==> config.mk <==
export PLATFORM = sky130hd
export DESIGN_NAME = pad_alsaqr_bank_ctrl
export DESIGN_NICKNAME = d
export VERILOG_FILES = /design/src/rtl/pad_alsaqr_pkg.sv /design/src/rtl/pad_alsaqr_in_filter.sv /design/src/rtl/pad_alsaqr_bank_ctrl.sv
export SDC_FILE = /design/constraint.sdc
export NUM_CORES = 1
export LEC_CHECK = 0
export BUFFER_PORTS_ARGS = -buffer_cell sky130_fd_sc_hd__buf_2
export CORE_ASPECT_RATIO = 1.5
export CORE_UTILIZATION = 40
export CTS_CLUSTER_SIZE = 25
export DETAILED_ROUTE_END_ITERATION = 10
export PLACE_DENSITY = 0.66
export REMOVE_ABC_BUFFERS = 1
export SETUP_SLACK_MARGIN = 0.2
export SYNTH_ARGS = -nofsm -noshare
export SYNTH_HDL_FRONTEND = slang
export SYNTH_SLANG_ARGS = --single-unit
==> constraint.sdc <==
create_clock -name clk_i -period 6.43 [get_ports clk_i]
set_input_delay 0.643 -clock clk_i [delete_from_list [all_inputs] [get_ports clk_i]]
set_output_delay 0.643 -clock clk_i [all_outputs]
set_load 0.03 [all_outputs]
==> src/rtl/pad_alsaqr_pkg.sv <==
// Shared types and constants for the pad_alsaqr bank controller:
// per-pad config byte layout, its reset value and the power sequencer states.
package pad_alsaqr_pkg;

  typedef struct packed {
    logic       rsvd;
    logic       force_hiz;
    logic       filt_en;
    logic       smt;
    logic       slw;
    logic       puen;
    logic [1:0] drv;
  } pad_cfg_t;

  localparam pad_cfg_t   PAD_CFG_RST   = 8'h55;
  localparam logic [7:0] PAD_CFG_WMASK = 8'h7f;

  typedef enum logic [2:0] {
    PWR_OFF,
    PWR_IO_UP,
    PWR_CORE_UP,
    PWR_ON,
    PWR_RET,
    PWR_RET_EXIT,
    PWR_DOWN
  } pad_pwr_state_e;

  // The reserved bit never holds a 1, so reads of it are always 0.
  function automatic pad_cfg_t sanitize_cfg(input logic [7:0] wdata);
    return pad_cfg_t'(wdata & PAD_CFG_WMASK);
  endfunction

endpackage

==> src/rtl/pad_alsaqr_in_filter.sv <==
// Per-pad input path: 2-flop synchroniser followed by an optional deglitcher
// that accepts a new level only after it has been stable for 2**FILT_W-1 cycles.
module pad_alsaqr_in_filter #(
  parameter int FILT_W = 4
) (
  input  logic clk_i,
  input  logic rst_ni,
  input  logic filt_en_i,
  input  logic pad_i,
  output logic filt_o
);

  // Last count value before the FILT_MAX-th consecutive mismatch.
  localparam logic [FILT_W-1:0] CNT_LAST = FILT_W'((2 ** FILT_W) - 2);

  logic              sync1_q;
  logic              sync2_q;
  logic              filt_q;
  logic [FILT_W-1:0] cnt_q;

  always_ff @(posedge clk_i or negedge rst_ni) begin
    if (!rst_ni) begin
      sync1_q <= 1'b0;
      sync2_q <= 1'b0;
      filt_q  <= 1'b0;
      cnt_q   <= '0;
    end else begin
      sync1_q <= pad_i;
      sync2_q <= sync1_q;
      if (!filt_en_i) begin
        filt_q <= sync2_q;
        cnt_q  <= '0;
      end else if (sync2_q == filt_q) begin
        cnt_q <= '0;
      end else if (cnt_q == CNT_LAST) begin
        filt_q <= sync2_q;
        cnt_q  <= '0;
      end else begin
        cnt_q <= cnt_q + 1'b1;
      end
    end
  end

  // With filtering off the synchroniser output goes straight through.
  assign filt_o = filt_en_i ? filt_q : sync2_q;

endmodule

==> src/rtl/pad_alsaqr_bank_ctrl.sv <==
// Controller for a bank of pad_alsaqr IO cells: config register file,
// IO/core power and retention sequencer, pad output muxing and input filtering.
module pad_alsaqr_bank_ctrl
  import pad_alsaqr_pkg::*;
#(
  parameter  int NUM_PADS = 32,
  parameter  int FILT_W   = 4,
  parameter  int SEQ_DLY  = 16,
  localparam int AW       = (NUM_PADS > 1) ? $clog2(NUM_PADS) : 1
) (
  input  logic                  clk_i,
  input  logic                  rst_ni,
  input  logic                  cfg_req_i,
  input  logic                  cfg_we_i,
  input  logic [AW-1:0]         cfg_addr_i,
  input  logic [7:0]            cfg_wdata_i,
  output logic                  cfg_gnt_o,
  output logic                  cfg_rvalid_o,
  output logic [7:0]            cfg_rdata_o,
  input  logic                  pwr_on_i,
  input  logic                  ret_en_i,
  output logic                  pwr_ready_o,
  input  logic [NUM_PADS-1:0]   core_oen_i,
  input  logic [NUM_PADS-1:0]   core_out_i,
  output logic [NUM_PADS-1:0]   core_in_o,
  output logic [NUM_PADS-1:0]   pad_oen_o,
  output logic [NUM_PADS-1:0]   pad_i_o,
  input  logic [NUM_PADS-1:0]   pad_o_i,
  output logic [2*NUM_PADS-1:0] pad_drv_o,
  output logic [NUM_PADS-1:0]   pad_puen_o,
  output logic [NUM_PADS-1:0]   pad_slw_o,
  output logic [NUM_PADS-1:0]   pad_smt_o,
  output logic                  iopwrok_o,
  output logic                  pwrok_o,
  output logic                  retc_o
);

  localparam int            CW        = $clog2(SEQ_DLY);
  localparam logic [CW-1:0] STEP_LAST = CW'(SEQ_DLY - 1);

  // ---------------- config register file ----------------
  // Handshake: a request is accepted in the cycle cfg_req_i is high
  // (cfg_gnt_o mirrors it); a read returns cfg_rvalid_o/cfg_rdata_o exactly
  // one cycle later with no back-pressure, a write lands on the same edge.
  pad_cfg_t              cfg_q [NUM_PADS];
  pad_cfg_t              rd_cfg;
  logic [NUM_PADS-1:0]   reg_hiz, reg_puen, reg_slw, reg_smt, reg_filt;
  logic [2*NUM_PADS-1:0] reg_drv;

  assign cfg_gnt_o = cfg_req_i;

  always_comb begin
    rd_cfg = '0;
    for (int n = 0; n < NUM_PADS; n++) begin
      if (cfg_addr_i == AW'(n)) rd_cfg = cfg_q[n];
    end
  end

  always_comb begin
    for (int n = 0; n < NUM_PADS; n++) begin
      reg_drv[2*n +: 2] = cfg_q[n].drv;
      reg_puen[n]       = cfg_q[n].puen;
      reg_slw[n]        = cfg_q[n].slw;
      reg_smt[n]        = cfg_q[n].smt;
      reg_filt[n]       = cfg_q[n].filt_en;
      reg_hiz[n]        = cfg_q[n].force_hiz;
    end
  end

  always_ff @(posedge clk_i or negedge rst_ni) begin
    if (!rst_ni) begin
      for (int n = 0; n < NUM_PADS; n++) cfg_q[n] <= PAD_CFG_RST;
    end else if (cfg_req_i && cfg_we_i) begin
      for (int n = 0; n < NUM_PADS; n++) begin
        if (cfg_addr_i == AW'(n)) cfg_q[n] <= sanitize_cfg(cfg_wdata_i);
      end
    end
  end

  always_ff @(posedge clk_i or negedge rst_ni) begin
    if (!rst_ni) begin
      cfg_rvalid_o <= 1'b0;
      cfg_rdata_o  <= 8'h00;
    end else begin
      cfg_rvalid_o <= cfg_req_i && !cfg_we_i;
      if (cfg_req_i && !cfg_we_i) cfg_rdata_o <= rd_cfg;
    end
  end

  // ---------------- power / retention sequencer ----------------
  pad_pwr_state_e state_q;
  logic [CW-1:0]  step_q;
  logic           step_done;

  assign step_done = (step_q == STEP_LAST);

  always_ff @(posedge clk_i or negedge rst_ni) begin
    if (!rst_ni) begin
      state_q     <= PWR_OFF;
      step_q      <= '0;
      iopwrok_o   <= 1'b0;
      pwrok_o     <= 1'b0;
      retc_o      <= 1'b0;
      pwr_ready_o <= 1'b0;
    end else if (!pwr_on_i && state_q != PWR_OFF && state_q != PWR_DOWN) begin
      // Power-off request wins over everything, including retention.
      state_q     <= PWR_DOWN;
      step_q      <= '0;
      pwrok_o     <= 1'b0;
      retc_o      <= 1'b0;
      pwr_ready_o <= 1'b0;
    end else begin
      case (state_q)
        PWR_OFF: begin
          if (pwr_on_i) begin
            state_q   <= PWR_IO_UP;
            step_q    <= '0;
            iopwrok_o <= 1'b1;
          end
        end
        PWR_IO_UP: begin
          if (step_done) begin
            state_q <= PWR_CORE_UP;
            step_q  <= '0;
            pwrok_o <= 1'b1;
          end else begin
            step_q <= step_q + 1'b1;
          end
        end
        PWR_CORE_UP: begin
          if (step_done) begin
            state_q     <= PWR_ON;
            step_q      <= '0;
            pwr_ready_o <= 1'b1;
          end else begin
            step_q <= step_q + 1'b1;
          end
        end
        PWR_ON: begin
          if (ret_en_i) begin
            state_q     <= PWR_RET;
            step_q      <= '0;
            retc_o      <= 1'b1;
            pwr_ready_o <= 1'b0;
          end
        end
        PWR_RET: begin
          if (!ret_en_i) begin
            state_q <= PWR_RET_EXIT;
            step_q  <= '0;
          end
        end
        PWR_RET_EXIT: begin
          if (step_done) begin
            state_q     <= PWR_ON;
            step_q      <= '0;
            retc_o      <= 1'b0;
            pwr_ready_o <= 1'b1;
          end else begin
            step_q <= step_q + 1'b1;
          end
        end
        PWR_DOWN: begin
          if (step_done) begin
            state_q   <= PWR_OFF;
            step_q    <= '0;
            iopwrok_o <= 1'b0;
          end else begin
            step_q <= step_q + 1'b1;
          end
        end
        default: begin
          state_q <= PWR_OFF;
          step_q  <= '0;
        end
      endcase
    end
  end

  // ---------------- retention freeze ----------------
  logic                  ret_entry;
  logic [NUM_PADS-1:0]   frz_oen_q, frz_i_q, frz_puen_q, frz_slw_q, frz_smt_q;
  logic [2*NUM_PADS-1:0] frz_drv_q;

  assign ret_entry = (state_q == PWR_ON) && pwr_on_i && ret_en_i;

  always_ff @(posedge clk_i or negedge rst_ni) begin
    if (!rst_ni) begin
      frz_oen_q  <= '1;
      frz_i_q    <= '0;
      frz_drv_q  <= {NUM_PADS{PAD_CFG_RST.drv}};
      frz_puen_q <= {NUM_PADS{PAD_CFG_RST.puen}};
      frz_slw_q  <= {NUM_PADS{PAD_CFG_RST.slw}};
      frz_smt_q  <= {NUM_PADS{PAD_CFG_RST.smt}};
    end else if (ret_entry) begin
      frz_oen_q  <= core_oen_i | reg_hiz;
      frz_i_q    <= core_out_i;
      frz_drv_q  <= reg_drv;
      frz_puen_q <= reg_puen;
      frz_slw_q  <= reg_slw;
      frz_smt_q  <= reg_smt;
    end
  end

  // ---------------- pad output muxing ----------------
  always_comb begin
    pad_oen_o  = '1;
    pad_i_o    = '0;
    pad_drv_o  = reg_drv;
    pad_puen_o = reg_puen;
    pad_slw_o  = reg_slw;
    pad_smt_o  = reg_smt;
    case (state_q)
      PWR_ON: begin
        pad_oen_o = core_oen_i | reg_hiz;
        pad_i_o   = core_out_i;
      end
      PWR_RET, PWR_RET_EXIT: begin
        pad_oen_o  = frz_oen_q;
        pad_i_o    = frz_i_q;
        pad_drv_o  = frz_drv_q;
        pad_puen_o = frz_puen_q;
        pad_slw_o  = frz_slw_q;
        pad_smt_o  = frz_smt_q;
      end
      default: ;
    endcase
  end

  // ---------------- input path ----------------
  logic [NUM_PADS-1:0] filt_val;

  for (genvar g = 0; g < NUM_PADS; g++) begin : g_in
    pad_alsaqr_in_filter #(
      .FILT_W (FILT_W)
    ) u_filt (
      .clk_i     (clk_i),
      .rst_ni    (rst_ni),
      .filt_en_i (reg_filt[g]),
      .pad_i     (pad_o_i[g]),
      .filt_o    (filt_val[g])
    );
  end

  assign core_in_o = (state_q == PWR_ON) ? filt_val : '0;

endmodule

==> out/qor.yml, run 1 <==
status: "finished clean"
cts.hold.buffers_added: 0
wl_per_cell_um: 22.1
start_util_pct: 40.5
min_period_ns: 4.33
synth-compound-area-share_pct: 7.08
grt_usage_pct: 23.5
synth_edf_count: 0
max_freq_mhz: 231
worst_pin_slew_ns: 1.21
area_growth_pct: 16.1
drc: 0
dp.final_hpwl_um: 67000
layout_common_cells: "631 x nand2_1, 441 x mux2_2, 435 x dfrtp_1"
layout-drive-gt1-share_pct: 37.2
synth_adder_area_share_pct: 2.62
crit_path_cell_trace: "inv_1 -> ha_1 -> o21ai_4 -> buf_12 -> nand2_2 -> o211ai_1 -> buf_2"
drt_iter0_markers: 1505
ys_async_sr_fraction_pct: 100
final_nets: 3547
period_share_pct: 67.3
dieArea_mm2: 0.0836
synth_seq_cells: 691
cp-start-kind: "flip-flop"
worstSetupEndpointType: "primary output"
cp-startpoint: "state_q[1]"
synth_cell_types: 74
yosys_warnings: 0
postLayoutCellArea_mm2: 0.0383
hold_viol_final: 0
max-clock-path-buffers: 3
antenna_left: 0
path_clk_slew_ns: 0.06
cts_setup_buffers: 0
place_area_mm2: 0.0357
path_max_fanout: 153
stdcell_count: 4466
syn_area_per_cell_um2: 10.8
criticalPathCategory: "flip-flop to primary output"
rsz0062_at_grt: "no"
io_pins: 385
max_slew_margin_pct: 19.3
synth_ff_type: "dfrtp_1"
fin_skew_ns: 0.0248
cts_resized: 0
finalSetupViolCount: 0
p_leak_nw: 17.9
final_max_slew_viol_count: 0
port_buffers: 382
layout_commonest_cell: "nand2_1"
critPathMaxStageDelay_ns: 0.82
grt_pass1_vias: 23818
gr-total-overflow: 0
worstSkewPairLatency_ns: 0.64
dp.cells: 4327
dieHeight_um: 354
netlist_area_mm2: 0.0330
powerDensity_mw_per_mm2: 399
synthMuxAreaShare_pct: 17.2
routed_wl_um: 98800
viasPerCell: 5.40
antenna_found_initial: 3
syn_inst: 3053
cts_sinks: 691
synth_top_family_by_area: "multiplexers"
htree_levels: 3
grt_max_degree: 201
fp.coreArea_mm2: 0.0814
timing.rr.start: "state_q[0]"
clockRootBuffer: "clkbuf_16"
place_congestion: 0.957
ir_drop_v: 0.000373
arrival_ns: 3.69
cts_buffers: 74
rows: 128
firstDrtPassIters: 5
vias: 24107
cp.required_ns: 5.79
die_x_um: 236
ys_seq_area_share_pct: 53.4
hold_class: "primary input to async pin"
slowest_stage: "nand2_2"
cts_tree: "yes"
grt_pass1_wl_um: 149000
drv_cap: 0
fillers: 7520
yosys.area_share.xor_xnor_pct: 2.58
synth_simple_gate_area_share_pct: 14.1
[per-stage QoR]
step | power, mW | worst slack (ns) | hold WS, ns | setup TNS, ns | utilization, %
final | 15.3 | 2.10 | 0.0912 | 0 | 47.0
after CTS | 15.5 | 1.89 | 0.0633 | 0 | 47.0
after global routing | 16.0 | 1.79 | 0.0834 | 0 | 47.0
after global placement | 10.7 | 2.63 | 0.332 | 0 | 43.9
after detailed placement | 10.8 | 2.59 | 0.336 | 0 | 43.9
after floorplan | 9.19 | -4.25 | 0.331 | -1348.03 | -
[worst max-delay path, delay by kind of cell (launching register included)]
kind / cells / cell delay, ns
buffers and inverters: 3 / 0.88
and+or+nand+nor: 1 / 0.82
AOI/OAI and AO/OA: 2 / 0.61
DFF: 1 / 0.39
adders and majority gates: 1 / 0.29
[cell families after synthesis]
logic type                 count (synthesis)
AOI/OAI and AO/OA                        364
muxes                                    510
DFF                                      691
and+or+nand+nor                         1103
adders and majority gates                 69
buffers and inverters                    218
xor gates and xnor gates                  97
other                                      1
[per-layer routing]
metal  track usage [%]  up-vias  wire length [um]
met3              4.57      238              6350
met5                 0        -                16
met4              12.9        2              5290
li1                  -    11057                 -
met1              28.5    11964             39100
met2              39.2      846             48000
[power breakdown]
group / leakage [nW] / switching, mW / total, mW / internal (mW)
sequential: 8.33 / 0.676 / 6.24 / 5.57
clock: 1.27 / 1.89 / 4.57 / 2.68
combinational: 8.27 / 2.97 / 4.44 / 1.47
total: 17.9 / 5.54 / 15.3 / 9.72
[flip-flops by register name, indices dropped and copies added, names as in the netlist]
signal	flops
cfg_q	224
g_in.u_filt.cnt_q	128
frz_drv_q	64
frz_i_q	32
frz_oen_q	32
frz_puen_q	32
frz_slw_q	32
frz_smt_q	32
g_in.u_filt.filt_q	32
g_in.u_filt.sync1_q	32
g_in.u_filt.sync2_q	32
cfg_rdata_o	7
step_q	4
state_q	3
cfg_rvalid_o	1
iopwrok_o	1
pwr_ready_o	1
pwrok_o	1
retc_o	1
[cell type report]
| class | count | area, um^2 | share of cell area [%] |
|---|---|---|---|
| clock buffers | 100 | 2100 | 5.49 |
| multi-input cells | 2144 | 14400 | 37.6 |
| diodes | 1 | 2.50 | 0.00654 |
| flip-flops and latches | 691 | 17600 | 46.0 |
| repair buffers | 403 | 2180 | 5.71 |
| inverters | 49 | 184 | 0.481 |
| clock inverters | 38 | 487 | 1.27 |
| well taps | 1040 | 1300 | 3.40 |
[synth_stat cells, drive strengths merged (49+ instances only)]
cell	number	share of area, %
nand2	633	7.2
buf	92	1.6
inv	49	0.56
dfrtp	435	33
nor2	271	3.4
nand3	112	1.8
ha	69	2.6
dfstp	256	20
mux2i	68	2.1
a21oi	71	1.1
clkbuf	77	0.88
o21ai	124	1.9
xor2	64	1.7
mux2	441	15
[path summary, 6_finish.rpt]
check / slack, ns / cells after the start / to
min reg2reg: 0.33 / 0 / g_in[9].u_filt.sync2_q
max reg2reg: 3.37 / 6 / frz_drv_q[57]
max: 2.10 / 7 / pad_oen_o[21]
min in group clk_i: 0.11 / 1 / g_in[16].u_filt.sync1_q
min: 0.09 / 1 / g_in[3].u_filt.sync1_q
max in group asynchronous: 4.93 / 2 / g_in[11].u_filt.cnt_q[1]
Note: power is estimated with default switching activity, not from simulation.
==> run 2: changes to the inputs <==
- PLACE_DENSITY: 0.66 -> 0.68
- clock period: 6.43 -> 3.6 ns (I/O delays scaled with it)
==> run 2 against run 1 <==
  * Non-clock buffer count rose by 123
  * Die area stayed put
  * Final cell count is 2.7% higher
  * Register-to-register slack worse by 2.3 ns
  * First-iteration DRC count up 5.0%
  * Critical path depth unchanged
  * Via count grew 2.9%
  * Cell area increased by 2.9%
  * Clock-buffer cell count grew 4
  * Core utilization increased by 1.4 points
  * Highest routed layer is now met4
==> out/qor.yml, run 2 (synthesized netlist as in run 1, its figures left out) <==
critPathMaxStageDelay_ns: 0.66  # -0.16 ns
routed_wl_um: 101000  # +2.3%
start_util_pct: 40.5  # unchanged
period_share_pct: 92.6
r2r_setup_slack_ns: 1.09  # -2.28 ns
arrival_ns: 2.97  # -0.72 ns
grt_usage_pct: 24.0  # +0.47 points
drc: 0  # unchanged
port_buffers: 382  # unchanged
cts_tree: "yes"
finalSetupViolCount: 0  # unchanged
max_freq_mhz: 300
max_slew_margin_pct: 36.6  # +17 points
grt_pass1_wl_um: 152000  # +2.1%
layout_commonest_cell: "nand2_1"
routed-wl-met3_um: 6340  # about the same
worstSetupEndpointType: "primary output"
p_leak_nw: 18.4  # +2.9%
worst_pin_slew_ns: 0.950  # -0.257 ns
final_nets: 3669  # +3.4%
wl_met1_um: 39800  # +1.6%
criticalPathCategory: "flip-flop to primary output"
rsz0062_at_grt: "yes"
antenna_left: 0  # unchanged
r2r_cells: 8  # +2
met2WireLength_um: 49000  # +2.1%
regMostFlops: "cfg_q"
crit_path_cell_trace: "inv_1 -> ha_1 -> o21ai_4 -> buf_6 -> nand2_1 -> nand2_1 -> buf_2"
ir_drop_v: 0.000434  # +16%
postLayoutCellArea_mm2: 0.0394  # +2.9%
drt_iter0_markers: 1580  # +5.0%
dieHeight_um: 354  # unchanged
viasPerCell: 5.41  # +0.21%
hold_viol_final: 0  # unchanged
cts_buffers: 73  # -1.4%
hold_class: "primary input to flip-flop"
powerDensity_mw_per_mm2: 693  # +74%
grt_max_degree: 153  # -24%
cp-start-kind: "flip-flop"
place_congestion: 0.948  # -0.92%
path_max_fanout: 76  # -50%
layout_common_cells: "631 x nand2_1, 441 x mux2_2, 435 x dfrtp_1"
layout_setup_ws_ns: 0.266  # -1.84 ns
area_growth_pct: 19.4
io_pins: 385  # unchanged
r2r_end: "state_q[0]"
hp-start: "core_oen_i[8]"
gr-total-overflow: 0  # unchanged
hold_depth: 3
timing.rr.start: "state_q[0]"
min_period_ns: 3.33
rows: 128  # unchanged
antenna_cells: 0  # -1
clockRootBuffer: "clkbuf_16"
place_ws_ns: 0.708  # -1.88 ns
dp.final_hpwl_um: 70000  # +4.4%
die_x_um: 236  # unchanged
cts_sinks: 691  # unchanged
htree_levels: 3  # unchanged
wl_per_cell_um: 22.0  # -0.36%
drv_cap: 0  # unchanged
firstDrtPassIters: 5  # unchanged
dr.max_layer_used: "met4"
reg_top3: "cfg_q (224), g_in.u_filt.cnt_q (128), frz_drv_q (64)"
vias: 24807  # +2.9%
fp.coreArea_mm2: 0.0814  # unchanged
layout-drive-gt1-share_pct: 36.8  # -0.37 points
hold-path-endpoint: "frz_oen_q[8]"
final_max_slew_viol_count: 0  # unchanged
path_clk_slew_ns: 0.06  # about the same
slowest_stage: "buf_6"
finalPower_mw: 27.3  # +79%
critPathMostFrequentCell: "nand2_1"
fin_skew_ns: 0.0242  # -0.000667 ns
place_area_mm2: 0.0360  # +1.0%
dieArea_mm2: 0.0836  # unchanged
tns_ns: 0  # unchanged
max-clock-path-buffers: 3  # unchanged
worstSkewPairLatency_ns: 0.64  # about the same
cp.required_ns: 3.24  # -2.55 ns
grt_pass1_vias: 24623  # +3.4%
status: "finished clean"
antenna_found_initial: 2  # -1
largest_register_ffs: 224  # unchanged
## run 2: changes by cell type in the layout (fill, tap and decap cells not counted), moves of 2 or more
cell / change
dlygate4sd3_1: +81
buf_4: +34
clkbuf_1: +8
buf_12: +6
clkbuf_8: -5
clkinv_4: +5
clkinv_2: -4
bufinv_16: -3
inv_6: -3
clkbuf_16: +2
## run 2: critical path, delay by kind of cell, from the launching register on
kind | cells | cell delay (ns)
AND/OR/NAND/NOR | 2 | 0.25
buffers and inverters | 3 | 0.99
flip-flops | 1 | 0.39
AO/OA/AOI/OAI | 1 | 0.36
adder cells (fa/ha/maj) | 1 | 0.29
## run 2: metal layers
layer,vias to the layer above,GRT usage [%]
met1,12316,29.3
met2,919,39.8
met3,271,4.02
met4,0,14.0
met5,-,0
li1,11301,-
## run 2: per-stage QoR
stage | hold slack (ns) | instances | util (%)
6_report | 0.0352 | 4586 | 48.4
5_1_grt | 0.0425 | 4586 | 48.4
4_1_cts | 0.00233 | 4583 | 48.3
3_5_place_dp | 0.335 | 4366 | 44.3
3_3_place_gp | 0.332 | 4366 | 44.3
2_1_floorplan | 0.0644 | 2884 | -
## run 2: worst max-delay path by stage
stage	startpoint	end	slack [ns]	depth (start not counted)
4_1_cts	state_q[1]	pad_puen_o[17]	0.24	8
3_3_place_gp	cfg_addr_i[1]	cfg_rdata_o[0]	0.76	8
6_report	state_q[1]	pad_drv_o[11]	0.27	7
5_1_grt	state_q[0]	pad_smt_o[6]	0.15	7
3_5_place_dp	cfg_addr_i[1]	cfg_rdata_o[0]	0.71	8
2_1_floorplan	state_q[1]	pad_drv_o[23]	-6.80	5
## run 2: final cells by class
cell class	instances	area, um^2
fill	7443	42000
inverter	49	184
tap	1040	1300
multi-input combinational	2144	14400
timing repair buffer	526	3410
clock buffer	104	2090
clock inverter	32	390
sequential	691	17600
## run 2: repair_timing
item,CTS,global route
setup buffers,0,2
endpoints found under the hold margin,114,0
setup endpoints to repair,0,29
resized for setup,0,2
hold buffers,81,0
## run 2: power by group
group / internal, mW / switching (mW) / leakage [nW]
sequential: 9.94 / 1.20 / 8.33
combinational: 2.81 / 5.47 / 8.84
clock: 4.53 / 3.32 / 1.21
total: 17.3 / 9.99 / 18.4
